[src/rtl/uart_packet_pkg.sv]
`default_nettype none
// ============================================================================
// Module  : uart_packet_pkg
// Brief   : Shared types for the UART packet assembler (parser states, FIFO
//           entry). ST_CHECKSUM exists only with UART_PACKET_CHECKSUM_EN.
// Revision: 1.0
// ============================================================================
package uart_packet_pkg;

    localparam logic [7:0] DEFAULT_MAGIC     = 8'h51;
    localparam int         HEADER_ADDR_BYTES = 4;

    typedef enum logic [2:0] {
        ST_WAIT_MAGIC = 3'd0,
        ST_LEN_HI     = 3'd1,
        ST_LEN_LO     = 3'd2,
        ST_ADDR       = 3'd3,
        ST_PAYLOAD    = 3'd4
`ifdef UART_PACKET_CHECKSUM_EN
        ,
        ST_CHECKSUM   = 3'd5
`endif
    } state_t;

    typedef struct packed {
        logic [7:0]  data;
        logic [31:0] address;
        logic        last;
    } fifo_entry_t;

endpackage
`default_nettype wire

[src/rtl/uart_packet_fifo.sv]
`default_nettype none
// ============================================================================
// Module  : uart_packet_fifo
// Brief   : Registered synchronous FIFO of payload beats; head reads as zero
//           while empty. Push while full is accepted only alongside a pop.
// Revision: 1.0
// ============================================================================
module uart_packet_fifo
    import uart_packet_pkg::*;
#(
    parameter int DEPTH = 8
) (
    input  logic                     clock,
    input  logic                     clear,
    input  logic                     push,
    input  fifo_entry_t              push_data,
    input  logic                     pop,
    output fifo_entry_t              pop_data,
    output logic                     full,
    output logic                     empty,
    output logic [$clog2(DEPTH):0]   count
);

    localparam int            AW      = $clog2(DEPTH);
    localparam logic [AW:0]   C_DEPTH = (AW + 1)'(DEPTH);

    fifo_entry_t   r_mem [DEPTH];
    logic [AW-1:0] r_wr_ptr;
    logic [AW-1:0] r_rd_ptr;
    logic [AW:0]   r_count;
    logic          w_pop;
    logic          w_push;

    assign empty    = (r_count == '0);
    assign full     = (r_count == C_DEPTH);
    assign w_pop    = pop & ~empty;
    assign w_push   = push & (~full | w_pop);
    assign count    = r_count;
    assign pop_data = empty ? '0 : r_mem[r_rd_ptr];

    always_ff @(posedge clock) begin
        if (w_push) begin
            r_mem[r_wr_ptr] <= push_data;
        end
    end

    always_ff @(posedge clock) begin
        if (clear) begin
            r_wr_ptr <= '0;
            r_rd_ptr <= '0;
            r_count  <= '0;
        end else begin
            if (w_push) begin
                r_wr_ptr <= r_wr_ptr + 1'b1;
            end
            if (w_pop) begin
                r_rd_ptr <= r_rd_ptr + 1'b1;
            end
            case ({w_push, w_pop})
                2'b10:   r_count <= r_count + 1'b1;
                2'b01:   r_count <= r_count - 1'b1;
                default: r_count <= r_count;
            endcase
        end
    end

endmodule
`default_nettype wire

[src/rtl/uart_packet_assembler.sv]
`default_nettype none
// ============================================================================
// Module  : uart_packet_assembler
// Brief   : Parses the UART byte stream (magic, BE length, BE address, payload)
//           into addressed write beats. Define UART_PACKET_CHECKSUM_EN for the
//           trailing XOR checksum byte.
// Revision: 1.0
// ============================================================================
module uart_packet_assembler
    import uart_packet_pkg::*;
#(
    parameter logic [7:0] MAGIC      = DEFAULT_MAGIC,
    parameter int         FIFO_DEPTH = 8
) (
    input  logic        clock,
    input  logic        clear,
    input  logic        in_valid,
    input  logic [7:0]  in_data,
    input  logic        in_error,
    output logic        out_valid,
    input  logic        out_ready,
    output logic [7:0]  out_data,
    output logic [31:0] out_address,
    output logic        out_last,
    output logic        busy,
    output logic        overflow,
    output logic        framing_error,
    output logic        checksum_error
);

    localparam logic [1:0] C_LAST_ADDR_IDX = 2'(HEADER_ADDR_BYTES - 1);

    state_t      r_state, w_state_nxt, w_eop_state;
    logic [15:0] r_remaining, w_remaining_nxt;
    logic [31:0] r_address, w_address_nxt;
    logic [1:0]  r_addr_idx, w_addr_idx_nxt;
    logic        r_overflow;
    logic        r_framing, w_framing_nxt;
    logic        w_push, w_pop, w_full, w_empty;
    fifo_entry_t w_push_entry, w_head;
    logic [$clog2(FIFO_DEPTH):0] w_count;

`ifdef UART_PACKET_CHECKSUM_EN
    logic [7:0] r_xor, w_xor_nxt;
    logic       r_cksum_err, w_cksum_err_nxt;
    assign w_eop_state    = ST_CHECKSUM;
    assign checksum_error = r_cksum_err;
`else
    assign w_eop_state    = ST_WAIT_MAGIC;
    assign checksum_error = 1'b0;
`endif

    always_comb begin
        w_state_nxt          = r_state;
        w_remaining_nxt      = r_remaining;
        w_address_nxt        = r_address;
        w_addr_idx_nxt       = r_addr_idx;
        w_framing_nxt        = 1'b0;
        w_push               = 1'b0;
        w_push_entry.data    = in_data;
        w_push_entry.address = r_address;
        w_push_entry.last    = (r_remaining == 16'd1);
`ifdef UART_PACKET_CHECKSUM_EN
        w_xor_nxt            = r_xor;
        w_cksum_err_nxt      = 1'b0;
`endif
        if (in_valid) begin
            if (in_error) begin
                // Abort mid-packet; queued beats stay in the FIFO.
                if (r_state != ST_WAIT_MAGIC) begin
                    w_state_nxt   = ST_WAIT_MAGIC;
                    w_framing_nxt = 1'b1;
                end
            end else begin
                unique case (r_state)
                    ST_WAIT_MAGIC: begin
                        if (in_data == MAGIC) begin
                            w_state_nxt    = ST_LEN_HI;
                            w_addr_idx_nxt = '0;
                        end
                    end
                    ST_LEN_HI: begin
                        w_remaining_nxt = {in_data, r_remaining[7:0]};
                        w_state_nxt     = ST_LEN_LO;
`ifdef UART_PACKET_CHECKSUM_EN
                        w_xor_nxt       = 8'h00;
`endif
                    end
                    ST_LEN_LO: begin
                        w_remaining_nxt = {r_remaining[15:8], in_data};
                        w_state_nxt     = ST_ADDR;
                    end
                    ST_ADDR: begin
                        w_address_nxt  = {r_address[23:0], in_data};
                        w_addr_idx_nxt = r_addr_idx + 1'b1;
                        if (r_addr_idx == C_LAST_ADDR_IDX) begin
                            w_state_nxt = (r_remaining == '0) ? w_eop_state : ST_PAYLOAD;
                        end
                    end
                    ST_PAYLOAD: begin
                        // Address/remaining advance even if the FIFO drops the byte.
                        w_push          = 1'b1;
                        w_address_nxt   = r_address + 32'd1;
                        w_remaining_nxt = r_remaining - 16'd1;
`ifdef UART_PACKET_CHECKSUM_EN
                        w_xor_nxt       = r_xor ^ in_data;
`endif
                        if (r_remaining == 16'd1) begin
                            w_state_nxt = w_eop_state;
                        end
                    end
`ifdef UART_PACKET_CHECKSUM_EN
                    ST_CHECKSUM: begin
                        w_cksum_err_nxt = (in_data != r_xor);
                        w_state_nxt     = ST_WAIT_MAGIC;
                    end
`endif
                    default: w_state_nxt = ST_WAIT_MAGIC;
                endcase
            end
        end
    end

    always_ff @(posedge clock) begin
        if (clear) begin
            r_state     <= ST_WAIT_MAGIC;
            r_remaining <= '0;
            r_address   <= '0;
            r_addr_idx  <= '0;
            r_overflow  <= 1'b0;
            r_framing   <= 1'b0;
`ifdef UART_PACKET_CHECKSUM_EN
            r_xor       <= '0;
            r_cksum_err <= 1'b0;
`endif
        end else begin
            r_state     <= w_state_nxt;
            r_remaining <= w_remaining_nxt;
            r_address   <= w_address_nxt;
            r_addr_idx  <= w_addr_idx_nxt;
            r_framing   <= w_framing_nxt;
            if (w_push & w_full & ~w_pop) begin
                r_overflow <= 1'b1;
            end
`ifdef UART_PACKET_CHECKSUM_EN
            r_xor       <= w_xor_nxt;
            r_cksum_err <= w_cksum_err_nxt;
`endif
        end
    end

    uart_packet_fifo #(
        .DEPTH (FIFO_DEPTH)
    ) u_fifo (
        .clock     (clock),
        .clear     (clear),
        .push      (w_push),
        .push_data (w_push_entry),
        .pop       (w_pop),
        .pop_data  (w_head),
        .full      (w_full),
        .empty     (w_empty),
        .count     (w_count)
    );

    assign out_valid     = ~w_empty;
    assign w_pop         = out_valid & out_ready;
    assign out_data      = w_head.data;
    assign out_address   = w_head.address;
    assign out_last      = w_head.last;
    assign busy          = (r_state != ST_WAIT_MAGIC) | (w_count != '0);
    assign overflow      = r_overflow;
    assign framing_error = r_framing;

endmodule
`default_nettype wire

[config.mk]
export PLATFORM = sky130hd
export DESIGN_NAME = uart_packet_assembler
export DESIGN_NICKNAME = d
export VERILOG_FILES = /design/src/rtl/uart_packet_pkg.sv /design/src/rtl/uart_packet_fifo.sv /design/src/rtl/uart_packet_assembler.sv
export SDC_FILE = /design/constraint.sdc
export NUM_CORES = 1
export LEC_CHECK = 0
export ABC_AREA = 1
export CAP_MARGIN = 20
export CORE_MARGIN = 2
export CORE_UTILIZATION = 35
export CTS_CLUSTER_DIAMETER = 150
export CTS_CLUSTER_SIZE = 28
export DETAILED_ROUTE_END_ITERATION = 7
export PLACE_DENSITY = 0.58
export SLEW_MARGIN = 5
export SYNTH_ARGS = -nofsm -noshare
export SYNTH_HDL_FRONTEND = slang
export SYNTH_HIERARCHICAL = 1
export SYNTH_SLANG_ARGS = --single-unit
[constraint.sdc]
create_clock -name clock -period 3.8 [get_ports clock]
set_input_delay 0.76 -clock clock [delete_from_list [all_inputs] [get_ports clock]]
set_output_delay 0.76 -clock clock [all_outputs]
set_load 0.01 [all_outputs]
==> results.py <==
metrics = {
    "clocking": {
        "cts_num_sinks": 396,
        "post_cts_buffers": 0,
        "clk_pin_slew_worst_paths_ns": 0.10,
        "cts_inserted_buffers": 18,
        "cts_tree": "done",
        "h-tree-depth": 1,
        "clk-insertion-delay-late_ns": 0.55,
        "cts.path.max_buffers": 3,
        "root_buffer": "clkbuf_16",
    },
    "synthesis": {
        "yosysTopAreaCellShare_pct": 56.50,
        "yosysTopAreaCell": "edfxtp_1",
        "netlist_instances": 1732,
        "synth.distinct_cells": 41,
        "ys_seq_area_share_pct": 64.31,
        "synth_seq_cells": 396,
        "synth_area_leaders": "edfxtp_1 56%, nor2_1 8.2%, dfxtp_1 7.8%",
        "ys_warn_count": 6,
        "syn-num-nets": 1754,
        "synth_area_um2": 17430,
        "syn_area_per_cell_um2": 10.07,
    },
    "global_route": {
        "antenna_found_initial": 0,
        "grt_overflow": 0,
        "grt_start_max_net_pins": 124,
        "grt_pass1_wl_um": 67710,
        "track_usage_pct": 16.84,
        "grt_pass1_vias": 12040,
    },
    "detailed_routing": {
        "wl_met3_um": 2223,
        "firstDrtPassIters": 5,
        "drt-total-wl_um": 43520,
        "routedWlPerCell_um": 17.89,
        "via_per_inst": 5.092,
        "drt_iter0_drc": 1004,
        "ant_nets": 0,
        "vias": 12380,
        "remaining_drc_errors": 0,
        "highest_layer": "met4",
        "met2WireLength_um": 20780,
        "drt-met1-wl_um": 19860,
    },
    "outcome": {
        "status": "complete, no violations",
    },
    "placement": {
        "gp_congestion": 0.8433,
        "dp.cells": 2400,
        "place_ws_ns": 0.6651,
        "port_buffers": 57,
        "dp_hpwl_um": 25240,
    },
    "pwr": {
        "p_total_mw": 8.285,
        "power.density_nw_per_um2": 429.4,
        "leakage_nw": 6.469,
        "ir_worst_vdd_v": 0.0002638,
    },
    "floorplan": {
        "die-area_um2": 51610,
        "die_x_um": 227.2,
        "start_util_pct": 35.54,
        "die_h_um": 227.2,
        "row_count": 81,
        "pin_count": 59,
        "core_area_um2": 49050,
    },
    "sta": {
        "min_period_ns": 3.621,
        "fin_worst_skew_ns": 0.02925,
        "relSlewSlack_pct": 31.89,
        "hold_viol": 0,
        "fmax_ghz": 0.2761,
        "slew_viol_final": 0,
        "holdWs_ns": 0.4723,
        "setup_ws_ns": 0.1787,
        "finalSetupViolCount": 0,
        "rsz0062_at_grt": "false",
        "fin_crit_sh_pct": 95.30,
        "tightest_slew_ns": 1.022,
    },
    "finish": {
        "drive_above_1_share_pct": 5.882,
        "nets": 1778,
        "postLayoutCoreUtil_pct": 39.34,
        "syn_to_final_growth_pct": 10.69,
        "diodes": 0,
        "final_cells": 2432,
    },
    "worst_setup_path": {
        "crit_fanout": 22,
        "path_cells": "inv_1 -> buf_4 -> o21ai_0 -> o22ai_1 -> nor2_1 -> nor2_1 -> clkdlybuf4s50_1",
        "worst_path_max_delay_cell": "clkdlybuf4s50_1",
        "cp-start-kind": "register",
        "crit_family": "buffers and inverters",
        "path_buf_inv": 3,
        "cp_data_arrival_time_ns": 2.86,
        "slowest_delay_ns": 0.59,
        "endpoint_kind": "output pin",
        "crit_type": "reg -> out",
        "cp_common_cell": "nor2_1",
        "cp.required_ns": 3.04,
    },
    "run": {
        "max-cap-violations": 0,
    },
    "min_path": {
        "hold_class": "reg -> reg",
    },
}
==> flip-flops by register name (all words and copies together) (netlist names), named ones only <==
name and flops:
framing_error 1, u_fifo/r_wr_ptr 3, overflow 1, r_addr_idx 2, u_fifo/count 4, r_remaining 16, u_fifo/r_rd_ptr 3, r_address 32
u_fifo/r_mem 328, r_state 3
==> final timing paths <==
check | end | slack, ns | from | depth (start not counted)
max reg2reg | u_fifo/r_mem[0][16]$_DFFE_PP_ | 1.20 | u_fifo/count[1]$_SDFFE_PP0P_ | 13
max | out_data[2] | 0.18 | register | 7
min reg2reg | r_addr_idx[0]$_SDFFE_PP0P_ | 0.47 | r_addr_idx[0]$_SDFFE_PP0P_ | 1
min | r_addr_idx[0]$_SDFFE_PP0P_ | 0.47 | r_addr_idx[0]$_SDFFE_PP0P_ | 1
==> report_power, final <==
part           switching (mW)  internal [mW]
combinational           0.738          0.386
clock                    1.33          0.966
sequential              0.106           4.76
total                    2.18           6.11
==> metal layers <==
| metal | up-vias | global-route usage [%] |
|---|---|---|
| met5 | - | 0 |
| met3 | 41 | 1.742 |
| li1 | 6017 | - |
| met2 | 311 | 28.79 |
| met4 | 0 | 3.542 |
| met1 | 6015 | 23.24 |
==> area by class of cell <==
type / instances / area [µm²]
clock buffer: 31 / 520.5
sequential: 396 / 11220
inverter: 99 / 379.1
tap: 664 / 830.8
clock inverter: 1 / 30.03
multi-input combinational: 1149 / 5405
timing repair buffer: 92 / 908.4
fill: 4790 / 29760
==> cells in the mapped netlist <==
| cell | count |
|---|---|
| nor3_1 | 4 |
| buf_8 | 1 |
| fa_1 | 1 |
| a32oi_1 | 1 |
| ha_1 | 8 |
| a21o_1 | 1 |
| clkbuf_1 | 34 |
| dfxtp_1 | 68 |
| nor2_1 | 383 |
| o21ai_2 | 3 |
| o21ai_0 | 205 |
| nand2_2 | 7 |
| nand4_1 | 7 |
| edfxtp_1 | 328 |
| o211ai_1 | 44 |
| o31ai_1 | 1 |
| a31oi_1 | 8 |
| nand3_1 | 54 |
| buf_6 | 7 |
| inv_2 | 7 |
| nor4_1 | 1 |
| or2_2 | 3 |
| inv_4 | 1 |
| clkbuf_2 | 6 |
| buf_12 | 1 |
| nand2_1 | 256 |
| buf_4 | 17 |
| a21oi_1 | 61 |
| o22ai_1 | 42 |
| inv_1 | 91 |
| o21ai_1 | 33 |
| nor2_8 | 1 |
| nand3b_2 | 1 |
| buf_1 | 5 |
| xor2_1 | 6 |
| nor2_4 | 4 |
| buf_2 | 17 |
| nor2_2 | 8 |
| xnor2_1 | 2 |
| nand2_4 | 3 |
| conb_1 | 1 |
==> cell usage in the layout (no fill, tap or decap), types with 19 or more instances in the layout <==
cell type        synthesis  layout
a21oi_1                 61      61
buf_4                   17      29
clkbuf_16                0      19
clkdlybuf4s50_1          0      57
dfxtp_1                 68      65
edfxtp_1               328     328
inv_1                   91      91
nand2_1                256     256
nand3_1                 54      54
nor2_1                 383     375
o211ai_1                44      44
o21ai_0                205     205
o21ai_1                 33      33
o22ai_1                 42      42
==> per-stage QoR <==
stage,setup TNS (ns),area (µm²)
5_1_grt,0,19300
2_1_floorplan,-8.667,17440
3_3_place_gp,0,18740
3_5_place_dp,0,18740
6_report,0,19300
4_1_cts,0,19290
==> logic make-up (layout without fill, tap and decap cells) <==
logic type / after synthesis / in the layout / synth area share (%)
and+or+nand+nor: 732 / 732 / 16.99
AOI/OAI and AO/OA: 399 / 399 / 12.56
DFF: 396 / 396 / 64.31
buffers and inverters: 187 / 223 / 5.031
adders and majority gates: 9 / 9 / 0.6890
xor gates and xnor gates: 8 / 8 / 0.4019
other: 1 / 1 / 0.02151
==> repair_timing <==
item / in CTS / in global routing
resized for setup: 0 / 1
setup endpoints to repair: 0 / 2
hold buffers: 0 / 0
No activity file was read; power rests on OpenSTA's default activity.
